### src/rtl/vga_timing_gen.sv
// vga_timing_gen: VGA raster counters with a pixel request stage and a REQ_LEAD-deep sync/blank/data pipeline
module vga_timing_gen #(
  parameter int DATA_W   = 24,
  parameter int H_SYNC   = 96,
  parameter int H_BP     = 48,
  parameter int H_ACT    = 640,
  parameter int H_FP     = 16,
  parameter int V_SYNC   = 2,
  parameter int V_BP     = 33,
  parameter int V_ACT    = 480,
  parameter int V_FP     = 10,
  parameter bit HS_POL   = 1'b0,
  parameter bit VS_POL   = 1'b0,
  parameter int REQ_LEAD = 1
) (
  input  logic              Clk,
  input  logic              Reset_n,
  input  logic              En,
  input  logic [DATA_W-1:0] DATA,
  output logic              Data_Req,
  output logic [11:0]       Pix_X,
  output logic [10:0]       Pix_Y,
  output logic              VGA_HS,
  output logic              VGA_VS,
  output logic              VGA_BLK,
  output logic [DATA_W-1:0] VGA_RGB,
  output logic              Frame_Start
);
  localparam int H_TOTAL = H_SYNC + H_BP + H_ACT + H_FP;
  localparam int V_TOTAL = V_SYNC + V_BP + V_ACT + V_FP;
  localparam logic [11:0] H_LAST = 12'(H_TOTAL - 1);
  localparam logic [11:0] H_A0   = 12'(H_SYNC + H_BP);
  localparam logic [11:0] H_A1   = 12'(H_SYNC + H_BP + H_ACT - 1);
  localparam logic [11:0] H_S    = 12'(H_SYNC);
  localparam logic [10:0] V_LAST = 11'(V_TOTAL - 1);
  localparam logic [10:0] V_A0   = 11'(V_SYNC + V_BP);
  localparam logic [10:0] V_A1   = 11'(V_SYNC + V_BP + V_ACT - 1);
  localparam logic [10:0] V_S    = 11'(V_SYNC);
  if (REQ_LEAD < 1 || REQ_LEAD > 4 || H_TOTAL > 4096 || V_TOTAL > 2048) begin : g_bad_params
    $error("vga_timing_gen: illegal parameter set");
  end
  typedef enum logic {IDLE, RUN} state_t;
  state_t state_q, state_d;
  logic [11:0] hcnt_q, hcnt_d, pix_x_q, pix_x_d;
  logic [10:0] vcnt_q, vcnt_d, pix_y_q, pix_y_d;
  // bit 0 is the Data_Req stage; bit k is that stage delayed by k clocks
  logic [REQ_LEAD:0] req_q, req_d, hs_q, hs_d, vs_q, vs_d, fs_q, fs_d;
  logic [DATA_W-1:0] rgb_q, rgb_d;
  logic run, h_last, v_last, act;
  always_comb begin
    run     = (state_q == RUN) || En;
    h_last  = hcnt_q == H_LAST;
    v_last  = vcnt_q == V_LAST;
    act     = run && hcnt_q >= H_A0 && hcnt_q <= H_A1 && vcnt_q >= V_A0 && vcnt_q <= V_A1;
    state_d = (run && !(h_last && v_last && !En)) ? RUN : IDLE;
    hcnt_d  = (!run || h_last) ? 12'd0 : hcnt_q + 12'd1;
    vcnt_d  = !run ? 11'd0 : h_last ? (v_last ? 11'd0 : vcnt_q + 11'd1) : vcnt_q;
    req_d   = {req_q[REQ_LEAD-1:0], act};
    hs_d    = {hs_q[REQ_LEAD-1:0], run && hcnt_q < H_S};
    vs_d    = {vs_q[REQ_LEAD-1:0], run && vcnt_q < V_S};
    fs_d    = {fs_q[REQ_LEAD-1:0], run && hcnt_q == 12'd0 && vcnt_q == 11'd0};
    pix_x_d = act ? hcnt_q - H_A0 : 12'd0;
    pix_y_d = act ? vcnt_q - V_A0 : 11'd0;
    rgb_d   = req_q[REQ_LEAD-1] ? DATA : '0;
  end
  always_ff @(posedge Clk or negedge Reset_n) begin
    if (!Reset_n) begin
      state_q <= IDLE;
      hcnt_q  <= '0;
      vcnt_q  <= '0;
      req_q   <= '0;
      hs_q    <= '0;
      vs_q    <= '0;
      fs_q    <= '0;
      pix_x_q <= '0;
      pix_y_q <= '0;
      rgb_q   <= '0;
    end else begin
      state_q <= state_d;
      hcnt_q  <= hcnt_d;
      vcnt_q  <= vcnt_d;
      req_q   <= req_d;
      hs_q    <= hs_d;
      vs_q    <= vs_d;
      fs_q    <= fs_d;
      pix_x_q <= pix_x_d;
      pix_y_q <= pix_y_d;
      rgb_q   <= rgb_d;
    end
  end
  assign Data_Req    = req_q[0];
  assign Pix_X       = pix_x_q;
  assign Pix_Y       = pix_y_q;
  assign VGA_BLK     = req_q[REQ_LEAD];
  assign VGA_HS      = hs_q[REQ_LEAD] ? HS_POL : !HS_POL;
  assign VGA_VS      = vs_q[REQ_LEAD] ? VS_POL : !VS_POL;
  assign Frame_Start = fs_q[REQ_LEAD];
  assign VGA_RGB     = rgb_q;
endmodule

### config.mk
export PLATFORM = sky130hd
export DESIGN_NAME = vga_timing_gen
export DESIGN_NICKNAME = d
export VERILOG_FILES = /design/src/rtl/vga_timing_gen.sv
export SDC_FILE = /design/constraint.sdc
export NUM_CORES = 1
export LEC_CHECK = 0
export CAP_MARGIN = 10
export CORE_MARGIN = 2
export CORE_UTILIZATION = 45
export DETAILED_ROUTE_END_ITERATION = 12
export GPL_ROUTABILITY_DRIVEN = 0
export GPL_TIMING_DRIVEN = 1
export PLACE_DENSITY = 0.73
export SYNTH_ARGS = -nofsm -noshare
export SYNTH_HDL_FRONTEND = slang
export SYNTH_SLANG_ARGS = --single-unit
### constraint.sdc
create_clock -name Clk -period 1.82 [get_ports Clk]
set_input_delay 0.546 -clock Clk [delete_from_list [all_inputs] [get_ports Clk]]
set_output_delay 0.546 -clock Clk [all_outputs]
set_load 0.005 [all_outputs]
==> flow_summary_export.csv <==
group,metric,value,unit
route,routedWlPerCell,17.21,um
sta,slew_viol_final,0,
die,die_h,91.40,um
die,io_pins,79,
synthesis,synth_top_family_by_area,"simple AND/OR/NAND/NOR gates",
synthesis,synth_compound_gate_area_share,6.735,%
route,post-route-drc-count,0,
critical_path,worst-path-stages,5,
synthesis,synthMuxAreaShare,0.2912,%
final_layout,layout_commonest_cell,"dfrtp_1",
synthesis,synthCells,313,
power,switching_share,29.65,%
sta,period_minus_slack,1.954,ns
sta,clock_skew,0.01018,ns
sta,tightest_slew,0.5547,ns
placed_design,port-buffer-count,78,
sta,finalSetupTns,-2.226,ns
route,viasPerCell,5.249,
synthesis,ys_types,47,
sta,timing.final.ws_setup,-0.1341,ns
placed_design,dp_slack,-0.3381,ns
placed_design,hpwl,6060,um
placed_design,dp_cells,521,
synthesis,avgSynthCellArea,10.98,um2
synthesis,synth-seq-cells,79,
synthesis,async_flop_share,100.0,%
synthesis,synthXorXnorAreaFrac,6.371,%
die,rows,31,
synthesis,synth_edf_count,0,
die,start_util,46.89,%
power,seq_power_share,44.5,%
clock_network,htreeDepth,3,
clock_network,clk_path_buf_depth,2,
critical_path,cp_top_family,"simple AND/OR/NAND/NOR gates",
die,die_area,8353,um2
sta,max-slew-margin-rel,62.68,%
sta,finalHoldViolCount,0,
die,core,7331,um2
final_layout,area_growth,52.86,%
critical_path,cp-end-kind,"flip-flop",
final_layout,final_cell_mix,"dfrtp_1, clkdlybuf4s50_1, buf_4, and2_1, nor2_1",
final_layout,final_cells,547,
synthesis,synthAdderAreaFrac,2.912,%
global_route,grt_pass1_wl,14410,um
power,clockPowerShare,29.5,%
synthesis,seq_area_frac_synth,57.52,%
route,drtIter0Drc,148,
final_layout,drive_gt1_share,27.01,%
critical_path,crit_type,"flip-flop to flip-flop",
global_route,grt-ovfl-total,0,
power,p_comb_share,26.0,%
clock_network,cts_buffers,9,
global_route,antenna_found_initial,0,
clock_network,clock-sinks,79,
run,cap_violations,0,
synthesis,syn-cell-area,3437,um2
clock_network,root_buffer,"clkbuf_8",
power,leakage,2.497,nW
critical_path,cp.required,2.07,ns
clock_network,holdBufCountCts,0,
synthesis,synthesis.nets,348,
final_layout,finalNetCount,478,
power,vdd_ir_drop_max,497.6,uV
critical_path,worstPathCellList,"or4_4 -> o21ai_2 -> o2111ai_4 -> buf_6 -> nor3_1",
sta,fin_crit_sh,107.4,%
final_layout,antenna_cells,0,
sta,setup_viol,29,
power,p_sw,0.001268,W
critical_path,critPathMaxStageDelay,0.58,ns
critical_path,cp_max_fo,7,
power,finalPower,0.004277,W
clock_network,cts_tree,"done",
route,wirelength,9416,um
route,dr.pass1.iters,4,
global_route,grt_max_degree,37,
sta,fmax,511.7,MHz
global_route,grt_pass1_vias,2947,
clock_network,clock_latency,0.36,ns
power,p_per_area,814.1,nW/um2
outcome,status,"finished, violations left",
clock_network,clk_pin_slew,0.08,ns
die,die_w,91.40,um
critical_path,slowest_stage,"or4_4",
outcome,failed_checks,"setup timing",
synthesis,yosysWarnings,0,
final_layout,fill_cells,494,
critical_path,crit_arrival,2.21,ns
power,p_int,0.003009,W
sta,grt_setup_unrepaired,"yes",
synthesis,synthFlopType,"dfrtp_1",
critical_path,path_buf_inv,1,
global_route,grtUsageTotal,22.23,%
critical_path,critPathLaunchType,"flip-flop",
route,num_vias,2871,
hold_path,min_path_type,"primary input to async pin",
synthesis,synth_simple_gate_area_share,22.10,%
route,drtAntennaViolNets,0,
critical_path,reg2reg_depth,5,
-- through the flow --
stage	hold slack [ns]	utilization [%]	instance area, um2
after floorplan	0.2504	-	3491
after global placement	0.3329	64.07	4697
after detailed placement	0.3371	64.07	4697
after CTS	0.1453	69.04	5061
after global routing	0.1726	71.67	5254
final	0.1480	71.67	5254
-- layer usage --
metal	part of all wire [%]	global-route usage, %	up-vias
met5	0	0	-
met4	1.4	7.449	0
met3	5.5	5.809	16
met2	52	38.48	114
met1	41	26.84	1410
li1	-	-	1331
-- kinds of logic (layout without fill, tap and decap cells) --
group / after synthesis / after routing
AOI/OAI and AO/OA: 31 / 31
xor gates and xnor gates: 25 / 25
adders and majority gates: 8 / 8
buffers and inverters: 31 / 166
DFF: 79 / 79
muxes: 1 / 1
and+or+nand+nor: 138 / 138
-- synthesized netlist by cell type, types with 5 or more instances --
library cell | number | area (um2)
dfrtp_1 | 79 | 1977
and2_1 | 26 | 162.7
nor3_1 | 24 | 120.1
nor2_1 | 23 | 86.33
xnor2_1 | 19 | 166.4
nand2_1 | 18 | 67.56
clkbuf_1 | 11 | 41.29
inv_1 | 9 | 33.78
a31oi_1 | 8 | 50.05
ha_1 | 8 | 100.1
nor4_1 | 8 | 50.05
buf_2 | 7 | 35.03
nand3_1 | 6 | 30.03
xor2_1 | 6 | 52.55
a22o_1 | 5 | 43.79
or4_1 | 5 | 37.54
-- repair_timing --
| item | in CTS | in global routing |
|---|---|---|
| setup buffers | 2 | 5 |
| gates cloned | 3 | 0 |
| endpoints found under the setup margin | 34 | 42 |
| gates resized for setup | 21 | 33 |
| pin swaps | 5 | 4 |
-- registers in the layout (all words and copies together), names as in the netlist --
name,count
VGA_RGB,24
Pix_X,12
hcnt_q,12
Pix_Y,11
vcnt_q,11
fs_q,2
hs_q,2
req_q,2
vs_q,2
state_q,1
-- power groups by stage --
stage	registers, W	clock network [W]	logic, W
2_1_floorplan	0.00197	0	0.000411
3_3_place_gp	0.00193	0	0.000882
3_5_place_dp	0.00193	0	0.000894
4_1_cts	0.00190	0.00128	0.00101
5_1_grt	0.00191	0.00137	0.00120
6_report	0.00190	0.00126	0.00111
-- path summary, 6_finish.rpt --
kind                                start          end  slack, ns
worst min register to register    vs_q[0]      vs_q[1]       0.35
max in group asynchronous         Reset_n  VGA_RGB[18]       1.16
worst max register to register  vcnt_q[7]     Pix_X[9]      -0.13
worst max-delay path            vcnt_q[7]     Pix_X[9]      -0.13
worst min-delay path              Reset_n   VGA_RGB[5]       0.15
min in group Clk                  vs_q[0]      vs_q[1]       0.35
-- layout make-up --
cell class	count	area, um2	area share, %
timing repair buffer	141	1373	26.13
inverter	9	33.78	0.6430
sequential	79	1977	37.63
multi-input combinational	203	1553	29.55
clock buffer	12	165.2	3.144
clock inverter	4	28.78	0.5477
tap	99	123.9	2.358
No activity file was read; power rests on OpenSTA's default activity.
